## src/rtl/captura_comandos_teclado_pkg.sv

```systemverilog
// ---------------------------------------------------------------------------
// captura_comandos_teclado_pkg
// Shared definitions for the keyboard command capture block:
//   - ASCII codes of the keys the parser recognises
//   - FSM state encoding
//   - field codes (hours / minutes / seconds)
//   - per-field upper limits, used only when RANGE_CHECK_EN is defined
// ---------------------------------------------------------------------------
package captura_comandos_teclado_pkg;

  // Control keys
  localparam logic [7:0] ASCII_ENTER   = 8'h0D;
  localparam logic [7:0] ASCII_BKSP    = 8'h08;
  localparam logic [7:0] ASCII_ESC     = 8'h1B;

  // Digit range; the low nibble of '0'..'9' is already the BCD digit
  localparam logic [7:0] ASCII_DIGIT_0 = 8'h30;
  localparam logic [7:0] ASCII_DIGIT_9 = 8'h39;

  // Field letters, both cases
  localparam logic [7:0] ASCII_H_UP    = 8'h48;
  localparam logic [7:0] ASCII_H_LO    = 8'h68;
  localparam logic [7:0] ASCII_M_UP    = 8'h4D;
  localparam logic [7:0] ASCII_M_LO    = 8'h6D;
  localparam logic [7:0] ASCII_S_UP    = 8'h53;
  localparam logic [7:0] ASCII_S_LO    = 8'h73;

  typedef enum logic {
    ST_IDLE  = 1'b0,
    ST_ENTRY = 1'b1
  } state_t;

  typedef logic [1:0] field_t;

  localparam field_t FLD_H = 2'd0;
  localparam field_t FLD_M = 2'd1;
  localparam field_t FLD_S = 2'd2;

  // Two-digit packed-BCD limits. Packed BCD orders the same way as binary,
  // so a plain unsigned compare is a valid decimal range check.
  localparam logic [7:0] LIM_H = 8'h23;
  localparam logic [7:0] LIM_M = 8'h59;
  localparam logic [7:0] LIM_S = 8'h59;

  function automatic logic [7:0] field_limit(input field_t fld);
    case (fld)
      FLD_H:   field_limit = LIM_H;
      FLD_M:   field_limit = LIM_M;
      default: field_limit = LIM_S;
    endcase
  endfunction

endpackage

```

## src/rtl/captura_comandos_teclado_clasificador.sv

```systemverilog
// ---------------------------------------------------------------------------
// clasificador_ascii
// Purely combinational key classifier. Decodes one ASCII code into the key
// classes the command parser cares about. Codes outside every class leave
// all flags low, which the parser treats as "ignore".
// Ports:
//   i_code      ASCII code from the keyboard controller
//   o_is_digit  '0'..'9'
//   o_is_field  H/h, M/m or S/s
//   o_field_id  field code for the letter (FLD_H when not a letter)
//   o_is_enter  Enter
//   o_is_bksp   Backspace
//   o_is_esc    Esc
// ---------------------------------------------------------------------------
module clasificador_ascii
  import captura_comandos_teclado_pkg::*;
(
  input  logic [7:0] i_code,
  output logic       o_is_digit,
  output logic       o_is_field,
  output field_t     o_field_id,
  output logic       o_is_enter,
  output logic       o_is_bksp,
  output logic       o_is_esc
);

  assign o_is_digit = (i_code >= ASCII_DIGIT_0) && (i_code <= ASCII_DIGIT_9);
  assign o_is_enter = (i_code == ASCII_ENTER);
  assign o_is_bksp  = (i_code == ASCII_BKSP);
  assign o_is_esc   = (i_code == ASCII_ESC);

  // NOTE: every output of a combinational block gets a default first, so no
  // path through the case can leave it unassigned and infer a latch.
  always_comb begin
    o_is_field = 1'b0;
    o_field_id = FLD_H;
    case (i_code)
      ASCII_H_UP, ASCII_H_LO: begin o_is_field = 1'b1; o_field_id = FLD_H; end
      ASCII_M_UP, ASCII_M_LO: begin o_is_field = 1'b1; o_field_id = FLD_M; end
      ASCII_S_UP, ASCII_S_LO: begin o_is_field = 1'b1; o_field_id = FLD_S; end
      default: ;
    endcase
  end

endmodule

```

## src/rtl/captura_comandos_teclado.sv

```systemverilog
// ---------------------------------------------------------------------------
// captura_comandos_teclado
// Parses keyboard command sequences "<field letter> <up to NDIG digits>
// <Enter>" from the PS/2 controller's ASCII stream and commits a packed-BCD
// value plus field id to the time-setting logic. The live entry buffer is
// exposed so the VGA overlay can echo digits as they are typed.
//
// Optional build macro RANGE_CHECK_EN (NDIG must be 2): commits over the
// field limit (H>23, M>59, S>59) pulse error_tick instead of commit_tick and
// leave value_out/field_out untouched. Without it error_tick is tied to 0.
//
// Ports:
//   clk          system clock, rising edge
//   reset        asynchronous active-high reset
//   ascii_code   ASCII code, valid only with ascii_tick
//   ascii_tick   one-cycle keystroke strobe
//   field_out    committed field (0=H, 1=M, 2=S)
//   value_out    committed packed-BCD value, right-aligned
//   commit_tick  one-cycle pulse when field_out/value_out update
//   error_tick   one-cycle pulse on a rejected commit
//   busy         high while an entry is open
//   live_digits  current entry buffer
//   live_count   digits currently in the buffer
// ---------------------------------------------------------------------------
module captura_comandos_teclado
  import captura_comandos_teclado_pkg::*;
#(
  parameter int NDIG = 2
) (
  input  logic                      clk,
  input  logic                      reset,
  input  logic [7:0]                ascii_code,
  input  logic                      ascii_tick,
  output logic [1:0]                field_out,
  output logic [4*NDIG-1:0]         value_out,
  output logic                      commit_tick,
  output logic                      error_tick,
  output logic                      busy,
  output logic [4*NDIG-1:0]         live_digits,
  output logic [$clog2(NDIG+1)-1:0] live_count
);

  localparam int                CW      = $clog2(NDIG + 1);
  localparam logic [CW-1:0]     MAX_CNT = CW'(NDIG);
  localparam logic [4*NDIG-1:0] BUF_ZERO = '0;

  // Key classification
  logic   w_is_digit;
  logic   w_is_field;
  field_t w_field_id;
  logic   w_is_enter;
  logic   w_is_bksp;
  logic   w_is_esc;

  clasificador_ascii u_clasificador (
    .i_code     (ascii_code),
    .o_is_digit (w_is_digit),
    .o_is_field (w_is_field),
    .o_field_id (w_field_id),
    .o_is_enter (w_is_enter),
    .o_is_bksp  (w_is_bksp),
    .o_is_esc   (w_is_esc)
  );

  // State
  state_t            r_state;
  logic [4*NDIG-1:0] r_buf;
  logic [CW-1:0]     r_cnt;
  field_t            r_field;

  // Next-state / decision signals
  state_t            w_state_next;
  logic [4*NDIG-1:0] w_buf_next;
  logic [CW-1:0]     w_cnt_next;
  field_t            w_field_next;
  logic              w_commit;
  logic              w_reject;
  logic              w_over_limit;

`ifdef RANGE_CHECK_EN
  assign w_over_limit = (r_buf > field_limit(r_field));
`else
  assign w_over_limit = 1'b0;
`endif

  // State register
  // NOTE: sequential state is written with non-blocking assignments only, so
  // every flop samples pre-edge values regardless of block ordering.
  always_ff @(posedge clk or posedge reset) begin
    if (reset) r_state <= ST_IDLE;
    else       r_state <= w_state_next;
  end

  // Next-state and datapath decisions
  always_comb begin
    w_state_next = r_state;
    w_buf_next   = r_buf;
    w_cnt_next   = r_cnt;
    w_field_next = r_field;
    w_commit     = 1'b0;
    w_reject     = 1'b0;

    if (ascii_tick) begin
      case (r_state)
        ST_IDLE: begin
          if (w_is_field) begin
            w_field_next = w_field_id;
            w_buf_next   = BUF_ZERO;
            w_cnt_next   = '0;
            w_state_next = ST_ENTRY;
          end
        end

        ST_ENTRY: begin
          if (w_is_field) begin
            // A new letter mid-entry restarts the entry on that field.
            w_field_next = w_field_id;
            w_buf_next   = BUF_ZERO;
            w_cnt_next   = '0;
          end else if (w_is_digit) begin
            // Full buffer: extra digits are dropped rather than wrapping.
            if (r_cnt < MAX_CNT) begin
              w_buf_next      = r_buf << 4;
              w_buf_next[3:0] = ascii_code[3:0];
              w_cnt_next      = r_cnt + 1'b1;
            end
          end else if (w_is_bksp) begin
            if (r_cnt != '0) begin
              w_buf_next = r_buf >> 4;
              w_cnt_next = r_cnt - 1'b1;
            end
          end else if (w_is_esc) begin
            w_buf_next   = BUF_ZERO;
            w_cnt_next   = '0;
            w_state_next = ST_IDLE;
          end else if (w_is_enter) begin
            // Enter on an empty buffer keeps the entry open.
            if (r_cnt != '0) begin
              w_commit     = !w_over_limit;
              w_reject     = w_over_limit;
              w_buf_next   = BUF_ZERO;
              w_cnt_next   = '0;
              w_state_next = ST_IDLE;
            end
          end
        end

        default: w_state_next = ST_IDLE;
      endcase
    end
  end

  // Entry buffer, committed outputs and pulses
  always_ff @(posedge clk or posedge reset) begin
    if (reset) begin
      r_buf       <= '0;
      r_cnt       <= '0;
      r_field     <= FLD_H;
      field_out   <= FLD_H;
      value_out   <= '0;
      commit_tick <= 1'b0;
      busy        <= 1'b0;
    end else begin
      r_buf       <= w_buf_next;
      r_cnt       <= w_cnt_next;
      r_field     <= w_field_next;
      commit_tick <= w_commit;
      // Registered from the next state so busy tracks r_state exactly.
      busy        <= (w_state_next == ST_ENTRY);
      if (w_commit) begin
        field_out <= r_field;
        value_out <= r_buf;
      end
    end
  end

`ifdef RANGE_CHECK_EN
  always_ff @(posedge clk or posedge reset) begin
    if (reset) error_tick <= 1'b0;
    else       error_tick <= w_reject;
  end
`else
  logic w_reject_unused;
  assign w_reject_unused = w_reject;
  assign error_tick      = 1'b0;
`endif

  assign live_digits = r_buf;
  assign live_count  = r_cnt;

endmodule

```

## config.mk

```make
export PLATFORM = sky130hd
export DESIGN_NAME = captura_comandos_teclado
export DESIGN_NICKNAME = d
export VERILOG_FILES = /design/src/rtl/captura_comandos_teclado_pkg.sv /design/src/rtl/captura_comandos_teclado_clasificador.sv /design/src/rtl/captura_comandos_teclado.sv
export SDC_FILE = /design/constraint.sdc
export NUM_CORES = 1
export LEC_CHECK = 0
export BUFFER_PORTS_ARGS = -buffer_cell sky130_fd_sc_hd__buf_4
export CORE_UTILIZATION = 38
export DETAILED_ROUTE_END_ITERATION = 6
export PLACE_DENSITY_LB_ADDON = 0.3
export SYNTH_ARGS = -nofsm -noshare
export SYNTH_HDL_FRONTEND = slang
export SYNTH_SLANG_ARGS = --single-unit
```

## constraint.sdc

```tcl
create_clock -name clk -period 4.3 [get_ports clk]
set_input_delay 0.43 -clock clk [delete_from_list [all_inputs] [get_ports clk]]
set_output_delay 0.43 -clock clk [all_outputs]
set_load 0.005 [all_outputs]
```

# --- Word-level counts from Yosys, hierarchy flattened ---
# Cells that the tools add are included.
totals:
  reg_bits: 24
  input_bits: 11
  out_inout_bits: 23
  word_cells: 73
classes:
  add_sub_neg: 2
  order_cmp: 3
  eq_ne: 14
  muxes: 39
  bitwise: 1
  n_reduce_logical: 7
ops:
  columns: ["operator", "count"]
  rows:
  - ["two-way mux 8 bit", 9]
  - ["== test 8 x 7 -> 1 bit (second input constant)", 6]
  - ["two-way mux 2 bit", 10]
  - ["== test 8 x 4 -> 1 bit (second input constant)", 2]
  - ["two-way mux 1 bit", 16]
  - ["case mux 8 bit (2 select lines)", 1]
  - ["== test 8 x 5 -> 1 bit (second input constant)", 1]
  - [">= comparator 8 x 6 -> 1 bit (second input constant)", 1]
  - ["<= comparator 8 x 6 -> 1 bit (second input constant)", 1]
  - ["case mux 2 bit (2 select lines)", 2]
  - ["inequality test 6 x 1 -> 1 bit (second input constant)", 1]
  - ["inequality test 6 x 4 -> 1 bit (second input constant)", 1]
  - ["AND reduction 6 bit", 1]
  - ["OR reduction 6 bit", 1]
  - ["inequality test 5 x 3 -> 1 bit (second input constant)", 1]
  - ["inequality test 4 bit (second input constant)", 1]
  - ["OR reduction 2 bit", 2]
  - ["adder 2 x 1 -> 2 bit (second input constant)", 1]
  - ["< comparator 2 bit (second input constant)", 1]
  - ["inequality test 2 x 1 -> 1 bit (second input constant)", 1]
  - ["case mux 1 bit (2 select lines)", 1]
  - ["AND reduction 2 bit", 1]
  - ["nonzero test 2 bit", 1]
  - ["subtractor 2 x 1 -> 2 bit (second input constant)", 1]
  - ["2 further kinds", 2]

# --- Logic depth before layout (Yosys ltp) ---
logic_depth:
  depth_word: 9
  depth_mapped: 7
  mapped_depth_nobuf: 6

# --- Cells and area by module ---
# From an unflattened synthesis, not the netlist that was laid out.
unflattened:
  hier_cells: 129
  hier_area_um2: 1202.4
by_module_without_submodules:
  columns: ["mod", "n_inst", "cells_each", "area_each_um2"]
  rows:
  - ["captura_comandos_teclado", 1, 111, 1086.0]
  - ["clasificador_ascii", 1, 18, 116.4]

# --- Worst setup path after synthesis ---
# No wires, ideal clock.
synth_path:
  path_type: "in2reg"
  startpoint: "input port ascii_code[5]"
  endpoint: "register r_buf[0] (netlist: live_digits[0])"
  setup_time_ps: 125
  t_arrival_ps: 1862
  t_required_ps: 4175
  path_slack_ps: 2313
  path_stages: 4
  path_cell_list: "or4_4 > o311ai_4 > a32o_2 > mux2_2"
synth_between:
  elab_chain_cells: 6
synth_lines:
  columns: ["item", "line_no", "rtl"]
  rows:
  - ["start: declaration", "captura_comandos_teclado.sv:32", "input logic [7:0] ascii_code,"]
  - ["parallel branches: the longest is 6 deep, another holds >= comparator 8 x 6 -> 1 bit", null, null]
  - ["end signal: assignment", "captura_comandos_teclado.sv:164", "r_buf <= w_buf_next;"]
  - ["end: declaration", "captura_comandos_teclado.sv:67", "logic [4*NDIG-1:0] r_buf;"]
# Parallel ways; which one is timed is not known.
# A chain may end at the register's enable or synchronous reset.

# --- Worst setup path in the final report ---
layout_path:
  startpoint: "input port ascii_code[5]"
  endpoint: "register value_out[0]"
layout_between:
  elab_chain_cells: 8
layout_lines:
  columns: ["item", "line_no", "rtl"]
  rows:
  - ["== test 8 x 4 -> 1 bit", "captura_comandos_teclado_clasificador.sv:28", "assign o_is_enter = (i_code == ASCII_ENTER);"]
  - ["two-way mux 1 bit", "captura_comandos_teclado.sv:136", "end else if (w_is_enter) begin"]
  - ["two-way mux 1 bit", "captura_comandos_teclado.sv:132", "end else if (w_is_esc) begin"]
  - ["two-way mux 1 bit", "captura_comandos_teclado.sv:127", "end else if (w_is_bksp) begin"]
  - ["two-way mux 1 bit", "captura_comandos_teclado.sv:120", "end else if (w_is_digit) begin"]
  - ["two-way mux 1 bit (*)", "captura_comandos_teclado.sv:115", "if (w_is_field) begin"]
  - ["two-way mux 1 bit (*)", "captura_comandos_teclado.sv:104", "case (r_state)"]
  - ["two-way mux 1 bit (*)", "captura_comandos_teclado.sv:103", "if (ascii_tick) begin"]
  - ["end signal: assignment", "captura_comandos_teclado.sv:172", "value_out <= r_buf;"]
  - ["end: declaration", "captura_comandos_teclado.sv:35", "output logic [4*NDIG-1:0] value_out,"]
# Every way passes the cells marked *; elsewhere a longest branch is shown, timed or not.

==> impl_metrics.env <==
export IMPL_status="finished clean"
export IMPL_cp_required_ps=4510
export IMPL_drc_errors=0
export IMPL_drt_initial_drc_count=39
export IMPL_reg2reg_slack_ps=2120
export IMPL_p_leak_uw=0.0007680
export IMPL_fill_cells=313
export IMPL_worstSkewPairLatency_ps=310
export IMPL_fin_setup_tns_ps=0
export IMPL_wl_per_cell_um=13.90
export IMPL_synth_distinct_cells=36
export IMPL_hold_violations=0
export IMPL_gp_congestion=0.8169
export IMPL_synth_edf_count=0
export IMPL_die_h_um=58.49
export IMPL_grt_pass1_vias=968
export IMPL_period_minus_slack_ps=2209
export IMPL_layout_common_cells="32 x buf_4, 24 x dfrtp_1, 15 x mux2_2, 10 x nor2_1, 7 x nand2_1"
export IMPL_cts_sinks=24
export IMPL_diodes=0
export IMPL_cts_buffer_depth=2
export IMPL_initial_core_util=0.4004
export IMPL_final_nets=151
export IMPL_rr_worst_depth=6
export IMPL_rr_startpoint="live_count[1]"
export IMPL_grt_use_met2=0.2775
export IMPL_synth_nets=117
export IMPL_post_cts_resized=0
export IMPL_worstPathArrival_ps=2420
export IMPL_grt_pass1_wl_um=4353
export IMPL_synth_area_leader_cell="dfrtp_1"
export IMPL_cts_max_level=1
export IMPL_cts_inserted_buffers=3
export IMPL_pre_cts_ws_ps=1724
export IMPL_drv_slew=0
export IMPL_wirelength_um=2529
export IMPL_vias_per_cell=5.319
export IMPL_cts_setup_buffers=0
export IMPL_cts_tree="built"
export IMPL_peakVddDrop_uv=171.0
export IMPL_register_area_sq_um=600.6
export IMPL_synthToLayoutAreaGrowth_pct=25.28
export IMPL_cts_clk_slew_worst_paths_ps=120
export IMPL_grtUsageMet1=0.2243
export IMPL_dp_cells=178
export IMPL_crit_path_start_kind="primary input"
export IMPL_netlist_area_leader_share=0.4954
export IMPL_grt_max_degree=25
export IMPL_p_per_area_nw_per_um2=268.8
export IMPL_grtUsageMet3=0.01978
export IMPL_slew_headroom=0.3904
export IMPL_hpwl_um=1952
export IMPL_worstMarginPinSlew_ps=911.0
export IMPL_min_period_over_period=0.5137
export IMPL_fmax_mhz=452.7
export IMPL_port_buffers=32
export IMPL_syn_area_sq_um=1212
export IMPL_grt_overflow=0
export IMPL_rsz0062_at_grt="no"
export IMPL_core_sq_um=3028
export IMPL_worstSetupPathType="primary input to flop"
export IMPL_vias=968
export IMPL_synthTopCellsByArea="dfrtp_1 50%, mux2_2 14%, nor2_1 3.1%"
export IMPL_rows=20
export IMPL_syn_area_per_cell_sq_um=11.55
export IMPL_die_area_sq_um=3421
export IMPL_hold_path_class="primary input to asynchronous set/reset pin"
export IMPL_synth_flop_cell="dfrtp_1"
export IMPL_holdBufCountCts=0
export IMPL_synth_seq_area_share=0.4954
export IMPL_gr_max_usage_layer="met2"
export IMPL_setup_viol=0
export IMPL_grt_total_usage=0.1683
export IMPL_cts_root_buf="clkbuf_4"
export IMPL_final_setup_skew_ps=2.702
export IMPL_die_x_um=58.49
export IMPL_worstSetupEndpointType="flop"
export IMPL_setup_slack_ps=2091
export IMPL_synth_seq_cells=24
export IMPL_drive_gt1_frac=0.4275
export IMPL_postRouteAntennaNets=0
export IMPL_yosysWarnings=0
export IMPL_path_max_fanout=11
export IMPL_async_flop_share=1.000
export IMPL_instances_no_fill=182
export IMPL_ios=34
export IMPL_cap_violations=0
export IMPL_drtPass1Iterations=4
export IMPL_multiInputGateArea_sq_um=571.8
export IMPL_netlist_instances=105
export IMPL_final_common_cell="buf_4"
export IMPL_antenna_found_initial=0
export IMPL_r2r_end="value_out[0]"
## Yosys cell counts (2+ instances only)
master    n
a22o_1    4
a22oi_1   4
buf_4     2
dfrtp_1  24
inv_1     4
mux2_2   15
mux2i_1   2
nand2_1   7
nand3_1   3
nand4_1   2
nor2_1   10
nor3_1    2
o21ai_0   3
## state kept, by name, indices dropped and copies added, names as in the netlist
signal	flops
busy	1
value_out	8
live_digits	8
r_field	2
field_out	2
commit_tick	1
live_count	2
## per-layer routing
metal	wire length, um	vias up
li1	-	452
met1	1118	482
met2	1247	30
met3	128	4
met4	34	0
met5	0	-
## worst max path at each step
stage	startpoint	endpoint	slack (ps)
2_1_floorplan	ascii_code[5]	live_digits[0]	2310
3_3_place_gp	ascii_code[5]	value_out[4]	1780
3_5_place_dp	ascii_code[5]	value_out[0]	1720
4_1_cts	ascii_code[5]	value_out[0]	2060
5_1_grt	live_count[1]	value_out[1]	1930
6_report	ascii_code[5]	value_out[0]	2090
## critical path, cell delays in order
cell     delay, ps
buf_4          120
or4_4          570
nor2_1         110
nand2_1         70
nor2_1         690
mux2_2         420
## where the power goes
group          total [uW]  internal [uW]  switching, uW
Combinational        54.3           26.4           27.9
Clock                 115           51.7           63.5
Sequential            239            232           6.56
Total                 408            310           97.9
## logic make-up after synthesis
kind of cell | after synthesis | synth area share
AND/OR/NAND/NOR | 34 | 0.1517
AO/OA/AOI/OAI | 21 | 0.1507
other | 1 | 0.003093
buffers and inverters | 7 | 0.03302
adder cells (fa/ha/maj) | 1 | 0.01032
multiplexers | 17 | 0.1558
flip-flops | 24 | 0.4954
## metrics by stage
| step | total power (uW) | hold WS (ps) | instance area (sq um) | util |
|---|---|---|---|---|
| 2_1_floorplan | 273.7 | 444.6 | 1212 | - |
| 4_1_cts | 412.4 | 317.9 | 1519 | 0.5017 |
| 3_3_place_gp | 295.9 | 487.1 | 1483 | 0.4897 |
| 3_5_place_dp | 297.5 | 496.7 | 1483 | 0.4897 |
| 6_report | 408.3 | 297.3 | 1519 | 0.5017 |
| 5_1_grt | 429.4 | 372.2 | 1519 | 0.5017 |
## area by class of cell
| cell class | instances | area share |
|---|---|---|
| well taps | 44 | 0.03624 |
| inverters | 4 | 0.009885 |
| flip-flops and latches | 24 | 0.3954 |
| multi-input cells | 74 | 0.3764 |
| clock buffers | 4 | 0.02389 |
| repair buffers | 32 | 0.1582 |
Note: power is estimated with default switching activity, not from simulation.
